--- src/rtl/motor_dir_ctrl.sv ---
// Multi-channel H-bridge direction controller with enforced coast dead time.
// Optional MOTOR_DIR_PWM_EN adds a per-channel pwm input gating EN in CW/CCW.
module motor_dir_ctrl #(
  parameter int CHANNELS    = 2,
  parameter int DEAD_CYCLES = 12000
) (
  input  logic                    clk,
  input  logic                    reset,
  input  logic [CHANNELS-1:0]     select_direction,
  input  logic [CHANNELS-1:0]     brake,
`ifdef MOTOR_DIR_PWM_EN
  input  logic [CHANNELS-1:0]     pwm,
`endif
  output logic [2*CHANNELS-1:0]   motor_driver_inputs,
  output logic [CHANNELS-1:0]     enable,
  output logic [CHANNELS-1:0]     busy
);

  typedef enum logic [1:0] {
    S_COAST = 2'd0,
    S_CW    = 2'd1,
    S_CCW   = 2'd2,
    S_BRAKE = 2'd3
  } state_e;

  localparam int CNT_W = $clog2(DEAD_CYCLES + 1);
  localparam logic [CNT_W-1:0] CNT_LAST = CNT_W'(DEAD_CYCLES - 1);

  genvar k;
  generate
    for (k = 0; k < CHANNELS; k++) begin : g_ch
      state_e           state_q, state_d;
      logic [CNT_W-1:0] cnt_q, cnt_d;
      logic             drive_en;
      logic [1:0]       pins;
      logic             en;
      logic             bsy;

      always_comb begin
        state_d = state_q;
        unique case (state_q)
          S_CW:    if (select_direction[k]) state_d = S_COAST;
          S_CCW:   if (!select_direction[k]) state_d = S_COAST;
          S_COAST: if (cnt_q == CNT_LAST)
                     state_d = select_direction[k] ? S_CCW : S_CW;
          S_BRAKE: state_d = S_COAST;
          default: state_d = S_COAST;
        endcase
        if (brake[k]) state_d = S_BRAKE;
        // Counter reloads on every entry into coast, so each coast is full.
        cnt_d = '0;
        if (state_q == S_COAST && state_d == S_COAST)
          cnt_d = cnt_q + CNT_W'(1);
      end

      always_ff @(posedge clk) begin
        if (reset) begin
          state_q <= S_COAST;
          cnt_q   <= '0;
        end else begin
          state_q <= state_d;
          cnt_q   <= cnt_d;
        end
      end

`ifdef MOTOR_DIR_PWM_EN
      logic pwm_q, pwm_d;

      always_comb begin
        pwm_d = pwm[k];
      end

      always_ff @(posedge clk) begin
        if (reset) pwm_q <= 1'b0;
        else       pwm_q <= pwm_d;
      end

      assign drive_en = pwm_q;
`else
      assign drive_en = 1'b1;
`endif

      always_comb begin
        pins = 2'b00;
        en   = 1'b0;
        bsy  = 1'b0;
        unique case (state_q)
          S_CW:    begin pins = 2'b10; en = drive_en; end
          S_CCW:   begin pins = 2'b01; en = drive_en; end
          S_BRAKE: begin pins = 2'b11; en = 1'b1;     end
          default: begin pins = 2'b00; bsy = 1'b1;    end
        endcase
      end

      assign motor_driver_inputs[2*k +: 2] = pins;
      assign enable[k]                     = en;
      assign busy[k]                       = bsy;
    end
  endgenerate

endmodule

--- config.mk ---
export PLATFORM = sky130hd
export DESIGN_NAME = motor_dir_ctrl
export DESIGN_NICKNAME = d
export VERILOG_FILES = /design/src/rtl/motor_dir_ctrl.sv
export SDC_FILE = /design/constraint.sdc
export NUM_CORES = 1
export LEC_CHECK = 0
export ABC_CLOCK_PERIOD_IN_PS = 2300
export CAP_MARGIN = 20
export CORE_UTILIZATION = 55
export DETAILED_ROUTE_END_ITERATION = 8
export GPL_ROUTABILITY_DRIVEN = 1
export PLACE_DENSITY = 0.81
export SYNTH_ARGS = -nofsm -noshare
export SYNTH_HDL_FRONTEND = slang
export SYNTH_SLANG_ARGS = --single-unit
--- constraint.sdc ---
create_clock -name clk -period 2.3 [get_ports clk]
set_input_delay 0.69 -clock clk [delete_from_list [all_inputs] [get_ports clk]]
set_output_delay 0.69 -clock clk [all_outputs]
set_load 0.02 [all_outputs]
==> flow_summary_export.csv, run 1 <==
group,metric,value,unit
cts,clock_latency,330,ps
routing,via_per_inst,5.36,
timing,setup_viol,0,
global_route,grt_pass1_wl,4.12,mm
power_and_ir_drop,switchingPower,0.242,mW
synthesis,syn_area,1460,um^2
timing,fin_ws,41.5,ps
timing,slew_headroom,73.1,%
cts,clk_pin_slew,100,ps
floorplanning,die_y,53.4,um
worst_setup_path,r2r-start,"g_ch[1].cnt_q[0]$_SDFF_PP0_",
layout,fillers,213,
power_and_ir_drop,pwr-share-seq,56.1,%
placement,gp_routability_congestion,0.774,
placement,placed_area,1570,um^2
synthesis,synth_top_area_share,44.0,%
timing,hold_viol,0,
worst_setup_path,r2r-end,"g_ch[1].cnt_q[7]$_SDFF_PP0_",
timing,setup_tns,0,ps
worst_setup_path,critPathKind,"reg2out",
synthesis,synth_edf_count,0,
cts,numCtsBuffers,5,
global_route,overflow,0,
global_route,grt_max_degree,15,
power_and_ir_drop,share_comb_of_total_power,8.1,%
routing,detail-route-antenna-nets,0,
synthesis,syn_area_per_cell,8.46,um^2
cts,cts_buffer_depth,2,
cts,cts_setup_buffers,0,
synthesis,synthFlopType,"dfxtp_1",
run_status,status,"finished clean",
timing,maxSlewViolCount,0,
placement,place_ws,172,ps
floorplanning,die_w,53.4,um
synthesis,yosysSeqAreaShare,44.0,%
layout,drive_gt1_share,8.70,%
power_and_ir_drop,p_leak,0.510,nW
power_and_ir_drop,swShare,23.8,%
timing,fin_hold_ws,483,ps
synthesis,yosysUniqueCellTypes,25,
placement,io_buffer_count,13,
hold_path,min_to,"g_ch[1].cnt_q[0]$_SDFF_PP0_",
global_route,grt_pass1_vias,978,
routing,wl_per_cell,12.6,um
run,maxCapViolCount,0,
routing,drc,0,
routing,vias,1148,
synthesis,netlist_instances,172,
hold_path,holdPathStages,1,
layout,nets,192,
synthesis,ys.warnings.count,0,
timing,fin_crit_sh,98.2,%
worst_setup_path,arrival,1570,ps
hold_path,min_path_type,"reg2reg",
routing,drt-pass1-iter-count,4,
global_route,antenna_found_initial,0,
synthesis,syn_nets,180,
worst_setup_path,crit_required,1610,ps
layout,final_cells,214,
cts,cts_root_buf,"clkbuf_4",
synthesis,synth.largest_area_cell,"dfxtp_1",
cts,htreeDepth,2,
floorplanning,initial_core_util,58.7,%
power_and_ir_drop,total_power,1.02,mW
timing,rsz0062_at_grt,"false",
routing,drt_wl_total,2.70,mm
timing,fmax,443,MHz
hold_path,worstHoldStart,"g_ch[1].cnt_q[0]$_SDFF_PP0_",
global_route,track_usage,21.2,%
placement,hpwlAfterDp,1.92,mm
layout,final_cell_area,1630,um^2
cts,cts_tree,"built",
power_and_ir_drop,p_int,0.774,mW
floorplanning,coreArea,2480,um^2
power_and_ir_drop,power_density,622,nW/um^2
layout,antenna_cells,0,
layout,area_growth,12.2,%
routing,initialDrtViolationCount,18,
power_and_ir_drop,pwr-share-clk,35.8,%
placement,placedCellCount,207,
worst_setup_path,path_max_fanout,4,
synthesis,yosys_register_bits,32,
timing,skew,3.13,ps
floorplanning,num_rows,18,
floorplanning,io_pins,14,
worst_setup_path,rrSetupSlack,400,ps
cts,clkSinkCount,32,
worst_setup_path,reg2reg_depth,5,
worst_setup_path,worstSetupStartpointType,"register",
floorplanning,die-area,2860,um^2
layout,post-route-util,65.9,%
timing,period_needed,2260,ps
worst_setup_path,endpoint_kind,"primary output",
timing,tightest_slew,402,ps
synthesis,async_flop_share,0,%
synthesis,synth_area_leaders,"dfxtp_1, xnor2_1, nor2_1",
power_and_ir_drop,peakVddDrop,0.505,mV
==> cells in the mapped netlist, drive strengths merged, types with 2 or more instances <==
master and number:
ha 2, nand3 11, or2 5, nor2 35, inv 10, or4 4
nor4 7, nand4 4, nand2 8, a211oi 2, buf 7, xor2 5
a21oi 3, xnor2 18, clkbuf 4, nor3 9, dfxtp 32
==> state kept, by name, summed over array words and instances (netlist names) <==
name          count
g_ch.cnt_q       28
g_ch.state_q      4
==> cell type report <==
| type | instances | area [um^2] | area share [%] |
|---|---|---|---|
| Tap cell | 30 | 37.5 | 2.30 |
| Sequential cell | 32 | 641 | 39.2 |
| Multi-Input combinational cell | 119 | 702 | 43.0 |
| Inverter | 10 | 37.5 | 2.30 |
| Clock buffer | 7 | 65.1 | 3.98 |
| Timing Repair Buffer | 16 | 150 | 9.20 |
==> critical path: stages, from the launching register on <==
cell,delay [ps]
dfxtp_1,350
or2_2,330
clkdlybuf4s50_1,550
==> what timing repair did <==
| item | 4_1_cts | 5_1_grt |
|---|---|---|
| setup endpoints to repair | 2 | 0 |
| hold buffers | 0 | 0 |
| gates resized for setup | 2 | 0 |
==> power groups by stage <==
stage               sequential (mW)  combinational (mW)  clock [mW]
floorplan                     0.580              0.0609           0
CTS                           0.570              0.0831       0.365
detailed placement            0.583              0.0857           0
global route                  0.571              0.0902       0.384
finish                        0.570              0.0818       0.363
global placement              0.582              0.0834           0
==> metal layers <==
metal  track usage [%]  vias to the layer above  wire, um
li1                  -                      591         -
met1              23.6                      542      1210
met2              34.4                        8      1360
met3              6.90                        7        63
met4              13.2                        0        62
met5                 0                        -         0
==> placed cells by master (no fill, tap or decap), types with 2 or more instances in the layout <==
cell,n
nand2_1,8
or4_1,4
a21oi_1,3
nand3_1,11
xor2_1,5
dlygate4sd2_1,2
xnor2_1,18
a211oi_1,2
clkdlybuf4s50_1,11
inv_1,10
ha_1,2
clkbuf_8,2
or2_2,5
dfxtp_1,32
nor4_1,6
nand4_1,4
nor3_1,9
buf_4,3
clkbuf_4,5
nor2_1,35
==> cells by family after synthesis <==
logic type	after synthesis	synth area share [%]
xor+xnor	23	13.8
flops	32	44.0
simple gates	88	30.1
compound gates	6	2.58
buf+inv	21	7.74
fa+ha+maj	2	1.72
==> worst max-delay path by stage <==
stage / startpoint / cells after the start / slack [ps] / end
4_1_cts: g_ch[0].state_q[0]$_SDFF_PP0_ / 2 / 40 / enable[0]
6_report: g_ch[0].state_q[0]$_SDFF_PP0_ / 2 / 40 / enable[0]
3_3_place_gp: brake[0] / 4 / 250 / g_ch[0].cnt_q[13]$_SDFF_PP0_
3_5_place_dp: reset / 5 / 170 / g_ch[1].cnt_q[7]$_SDFF_PP0_
5_1_grt: g_ch[1].state_q[0]$_SDFF_PP0_ / 2 / 10 / enable[1]
2_1_floorplan: g_ch[1].cnt_q[0]$_SDFF_PP0_ / 6 / 560 / g_ch[1].cnt_q[4]$_SDFF_PP0_
Note: power is estimated with default switching activity, not from simulation.
==> run 2, diff against run 1 <==
--- a/config.mk
+++ b/config.mk
@@ -11,6 +11,7 @@
 export DETAILED_ROUTE_END_ITERATION = 8
 export GPL_ROUTABILITY_DRIVEN = 1
 export PLACE_DENSITY = 0.81
+export RECOVER_POWER = 100
 export SYNTH_ARGS = -nofsm -noshare
 export SYNTH_HDL_FRONTEND = slang
 export SYNTH_SLANG_ARGS = --single-unit
==> run 2 against run 1 <==
Critical path depth is the same. Fmax up 0.29%. Register-to-register slack got worse by 80 ps. Global-route usage unchanged. Critical endpoint unchanged.
==> flow_summary_export.csv, run 2 (same netlist as run 1, synthesis figures left out) <==
group,metric,value,unit
run_status,status,"finished clean",
layout,final_common_cell,"nor2_1",
floorplanning,initial_core_util,58.7,%
routing,vias,1159,
floorplanning,num_rows,18,
floorplanning,die_w,53.4,um
worst_setup_path,critPathTopFamily,"buffers and inverters",
timing,tightest_slew,427,ps
power_and_ir_drop,power_density,622,nW/um^2
timing,slew_headroom,71.2,%
timing,fmax,444,MHz
layout,final_cell_mix,"nor2_1, dfxtp_1, xnor2_1",
layout,nets,192,
cts,cts_buffer_depth,2,
floorplanning,coreArea,2480,um^2
cts,htreeDepth,2,
timing,skew,4.69,ps
worst_setup_path,reg2reg_depth,6,
routing,drc,0,
timing,rsz0062_at_grt,"false",
timing,hold_viol,0,
layout,regMostFlops,"g_ch.cnt_q",
routing,drt_wl_total,2.66,mm
placement,io_buffer_count,13,
hold_path,holdPathStages,1,
layout,drive_gt1_share,8.15,%
worst_setup_path,endpoint_kind,"primary output",
worst_setup_path,worstPathCellList,"or2_2 -> clkdlybuf4s50_1",
timing,fin_crit_sh,97.9,%
routing,detail-route-antenna-nets,0,
timing,setup_viol,0,
floorplanning,io_pins,14,
global_route,grt_pass1_wl,4.12,mm
global_route,grt_pass1_vias,978,
power_and_ir_drop,total_power,1.01,mW
routing,wl_per_cell,12.4,um
cts,cts_tree,"built",
timing,maxSlewViolCount,0,
cts,cts_setup_buffers,0,
cts,clk_pin_slew,100,ps
floorplanning,die_y,53.4,um
layout,antenna_cells,0,
hold_path,min_path_type,"reg2reg",
global_route,track_usage,21.2,%
layout,area_growth,11.6,%
worst_setup_path,startpoint,"g_ch[0].state_q[0]$_SDFF_PP0_",
worst_setup_path,crit_required,1610,ps
hold_path,worstHoldStart,"g_ch[1].cnt_q[0]$_SDFF_PP0_",
placement,gp_routability_congestion,0.774,
worst_setup_path,path_buf_inv,1,
worst_setup_path,critPathKind,"reg2out",
worst_setup_path,arrival,1560,ps
timing,period_needed,2250,ps
global_route,antenna_found_initial,0,
cts,numCtsBuffers,5,
worst_setup_path,r2r-end,"g_ch[0].cnt_q[10]$_SDFF_PP0_",
layout,largest_reg_flops,28,
routing,via_per_inst,5.42,
power_and_ir_drop,p_leak,0.518,nW
layout,largest_registers,"g_ch.cnt_q: 28 flops, g_ch.state_q: 4 flops",
worst_setup_path,r2r-start,"g_ch[0].cnt_q[0]$_SDFF_PP0_",
worst_setup_path,path_max_fanout,4,
routing,drt-pass1-iter-count,4,
global_route,grt_max_degree,15,
cts,clkSinkCount,32,
worst_setup_path,slowest_stage,"clkdlybuf4s50_1",
routing,initialDrtViolationCount,17,
cts,clock_latency,330,ps
run,maxCapViolCount,0,
floorplanning,die-area,2860,um^2
cts,cts_root_buf,"clkbuf_4",
placement,hpwlAfterDp,1.92,mm
layout,fillers,215,
power_and_ir_drop,peakVddDrop,0.500,mV
hold_path,min_to,"g_ch[1].cnt_q[0]$_SDFF_PP0_",
worst_setup_path,rrSetupSlack,320,ps
timing,setup_tns,0,ps
worst_setup_path,max_stage_delay,560,ps
worst_setup_path,worstSetupStartpointType,"register",
global_route,overflow,0,
[run 2: cell types whose count changed in the layout (fill, tap and decap cells not counted)]
cell	previous run	this run
dlygate4sd3_1	0	4
nor4_1	6	7
clkbuf_2	0	1
nor4_2	1	0
buf_4	3	2
clkdlybuf4s50_1	11	7
[run 2: what timing repair did]
item / in CTS / in global routing
resized for setup: 2 / 0
endpoints found under the setup margin: 2 / 0
hold buffers: 0 / 0
[run 2: routing by layer]
layer | vias up | track usage, % | share of wire [%]
met4 | 0 | 13.2 | 2.4
met5 | - | 0 | 0
li1 | 592 | - | -
met3 | 7 | 6.90 | 2.4
met1 | 550 | 23.6 | 45
met2 | 10 | 34.4 | 50
[run 2: report_power, final]
group	internal [mW]	total, mW	switching [mW]
Clock	0.173	0.360	0.187
Sequential	0.562	0.570	0.00791
Combinational	0.0362	0.0796	0.0435
[run 2: cell type report]
cell class	count	area (um^2)	area share, %
well taps	30	37.5	2.31
inverters	10	37.5	2.31
multi-input cells	119	696	42.8
flip-flops and latches	32	641	39.4
repair buffers	16	148	9.09
clock buffers	7	65.1	4.01
[run 2: how the worst max path moves through the flow]
stage	end	slack, ps	cells past startpoint
global placement	g_ch[0].cnt_q[13]$_SDFF_PP0_	250	4
finish	enable[0]	50	2
detailed placement	g_ch[1].cnt_q[7]$_SDFF_PP0_	170	5
global route	enable[1]	20	2
floorplan	g_ch[1].cnt_q[4]$_SDFF_PP0_	560	6
CTS	enable[0]	40	2
[run 2: worst reg2reg max path: cells and delay by family, from the launching register on]
family,cells,cell delay [ps]
fa+ha+maj,1,230
buf+inv,1,270
flops,1,410
simple gates,4,960
[run 2: metrics by stage]
step	worst slack, ps	hold WS [ps]	cells	utilization [%]	instance area (um^2)
3_5_place_dp	172	464	207	63.4	1570
5_1_grt	15.6	502	214	65.6	1620
6_report	48.0	483	214	65.6	1620
2_1_floorplan	559	429	172	-	1460
3_3_place_gp	251	443	207	63.4	1570
4_1_cts	38.4	487	214	65.9	1630
==> run 3, diff against run 2 <==
--- a/config.mk
+++ b/config.mk
@@ -7,10 +7,11 @@
 export LEC_CHECK = 0
 export ABC_CLOCK_PERIOD_IN_PS = 2300
 export CAP_MARGIN = 20
-export CORE_UTILIZATION = 55
+export CORE_MARGIN = 1
+export CORE_UTILIZATION = 41
 export DETAILED_ROUTE_END_ITERATION = 8
 export GPL_ROUTABILITY_DRIVEN = 1
-export PLACE_DENSITY = 0.81
+export PLACE_DENSITY = 0.64
 export RECOVER_POWER = 100
 export SYNTH_ARGS = -nofsm -noshare
 export SYNTH_HDL_FRONTEND = slang
==> run 3 against run 2 <==
Sequential share of layout area decreased by 0.89 points. Critical path depth down 1. Wire length rose by 0.60%. Setup slack improved by 150 ps. Via count down 0.17%. Hold slack worse by 2.4 ps. Fmax increased by 7.2%. Global-route usage fell by 5.3 points. Highest routed layer unchanged. Clock skew is 9.3 ps higher. Register-to-register slack hardly changed. Count of clock-buffer cells in the layout unchanged. Critical endpoint is now motor_driver_inputs[3].
==> flow_summary_export.csv, run 3 (same netlist as run 1, synthesis figures left out) <==
group,metric,value,unit
routing,wl_per_cell,11.6,um
placement,placedCellCount,223,
timing,skew,14.0,ps
worst_setup_path,worstSetupEndpoint,"motor_driver_inputs[3]",
power_and_ir_drop,p_leak,0.527,nW
worst_setup_path,slowest_stage,"dlygate4sd3_1",
routing,drc,0,
layout,area_growth,14.2,%
placement,gp_routability_congestion,0.789,
placement,io_buffer_count,13,
power_and_ir_drop,pwr-share-seq,50.6,%
layout,final_cell_mix,"nor2_1, dfxtp_1, xnor2_1",
timing,fmax,476,MHz
cts,cts_setup_buffers,0,
cts,cts_buffer_depth,2,
timing,maxSlewViolCount,0,
floorplanning,initial_core_util,43.3,%
layout,final_cells,231,
timing,slew_headroom,71.2,%
worst_setup_path,startpoint,"g_ch[1].state_q[0]$_SDFF_PP0_",
global_route,overflow,0,
layout,regMostFlops,"g_ch.cnt_q",
worst_setup_path,critPathKind,"reg2out",
global_route,grt_pass1_wl,4.35,mm
layout,antenna_cells,0,
worst_setup_path,arrival,1410,ps
layout,largest_reg_flops,28,
timing,period_needed,2100,ps
worst_setup_path,worstPathCellList,"dlygate4sd3_1",
routing,drt-pass1-iter-count,4,
routing,drt_wl_total,2.67,mm
placement,hpwlAfterDp,1.96,mm
layout,largest_registers,"g_ch.cnt_q: 28 flops, g_ch.state_q: 4 flops",
floorplanning,die_y,61.6,um
cts,clk_pin_slew,100,ps
power_and_ir_drop,p_int,0.882,mW
routing,vias,1157,
worst_setup_path,crit_cells,1,
cts,htreeDepth,2,
worst_setup_path,rrSetupSlack,310,ps
global_route,grt_pass1_vias,1034,
worst_setup_path,r2r-end,"g_ch[0].cnt_q[3]$_SDFF_PP0_",
power_and_ir_drop,switchingPower,0.244,mW
timing,tightest_slew,428,ps
global_route,antenna_found_initial,0,
hold_path,min_path_type,"reg2reg",
worst_setup_path,r2r-start,"g_ch[0].cnt_q[0]$_SDFF_PP0_",
floorplanning,num_rows,21,
worst_setup_path,crit_required,1610,ps
worst_setup_path,endpoint_kind,"primary output",
cts,clkSinkCount,32,
floorplanning,die-area,3790,um^2
power_and_ir_drop,total_power,1.13,mW
cts,numCtsBuffers,5,
worst_setup_path,critPathTopFamily,"buffers and inverters",
floorplanning,coreArea,3360,um^2
global_route,track_usage,15.9,%
worst_setup_path,path_buf_inv,1,
timing,rsz0062_at_grt,"false",
layout,nets,192,
floorplanning,die_w,61.6,um
timing,setup_tns,0,ps
timing,hold_viol,0,
power_and_ir_drop,pwr-share-clk,42.6,%
global_route,grt_max_degree,15,
layout,drive_gt1_share,8.65,%
worst_setup_path,max_stage_delay,690,ps
timing,setup_viol,0,
cts,cts_hold_buf,0,
timing,fin_crit_sh,91.3,%
cts,cts_root_buf,"clkbuf_4",
power_and_ir_drop,share_comb_of_total_power,6.8,%
run,maxCapViolCount,0,
floorplanning,io_pins,14,
worst_setup_path,reg2reg_depth,6,
power_and_ir_drop,power_density,678,nW/um^2
cts,clock_latency,330,ps
routing,detail-route-antenna-nets,0,
worst_setup_path,path_max_fanout,4,
cts,cts_tree,"built",
layout,final_common_cell,"nor2_1",
worst_setup_path,worstSetupStartpointType,"register",
routing,via_per_inst,5.01,
power_and_ir_drop,swShare,21.7,%
power_and_ir_drop,peakVddDrop,0.283,mV
run_status,status,"finished clean",
routing,initialDrtViolationCount,70,
==> run 3: how the worst min path moves through the flow <==
stage | start | end | slack (ps) | cells past startpoint
global placement | g_ch[1].cnt_q[0]$_SDFF_PP0_ | g_ch[1].cnt_q[0]$_SDFF_PP0_ | 440 | 1
floorplan | g_ch[1].cnt_q[0]$_SDFF_PP0_ | g_ch[1].cnt_q[0]$_SDFF_PP0_ | 430 | 1
CTS | g_ch[1].cnt_q[0]$_SDFF_PP0_ | g_ch[1].cnt_q[0]$_SDFF_PP0_ | 480 | 1
global route | g_ch[0].cnt_q[13]$_SDFF_PP0_ | g_ch[0].cnt_q[13]$_SDFF_PP0_ | 510 | 2
detailed placement | g_ch[1].cnt_q[0]$_SDFF_PP0_ | g_ch[1].cnt_q[0]$_SDFF_PP0_ | 460 | 1
finish | g_ch[1].cnt_q[0]$_SDFF_PP0_ | g_ch[1].cnt_q[0]$_SDFF_PP0_ | 480 | 1
==> run 3: power by group through the flow <==
stage	Clock [mW]	Combinational, mW	Sequential (mW)
detailed placement	0	0.0869	0.583
floorplan	0	0.0609	0.580
global route	0.519	0.0855	0.571
finish	0.480	0.0761	0.570
CTS	0.492	0.0843	0.570
global placement	0	0.0843	0.582
==> run 3: per-stage QoR <==
stage	setup slack [ps]	util [%]	hold slack, ps	instance area, um^2
5_1_grt	107	49.4	507	1660
3_3_place_gp	197	47.3	442	1590
6_report	200	49.4	480	1660
3_5_place_dp	174	47.3	459	1590
2_1_floorplan	559	-	429	1460
4_1_cts	41.2	50.0	484	1680
==> run 3: final cells by class <==
| class | instances | area [um^2] |
|---|---|---|
| clock inverters | 1 | 30.0 |
| fillers | 350 | 1700 |
| inverters | 10 | 37.5 |
| multi-input cells | 119 | 696 |
| flip-flops and latches | 32 | 641 |
| well taps | 46 | 57.6 |
| clock buffers | 7 | 65.1 |
| repair buffers | 16 | 135 |
==> run 3: per-layer routing <==
metal	wire length (um)	up-vias	track usage, %
met3	91	2	5.25
li1	-	589	-
met2	1340	20	26.3
met4	20	0	7.94
met5	0	-	0
met1	1220	546	18.4
==> run 3: timing repair <==
action                                  in CTS  in global routing
endpoints found under the setup margin       2                  2
resized for setup                            2                  2
pin swaps                                    0                  0
endpoints found under the hold margin        0                  0
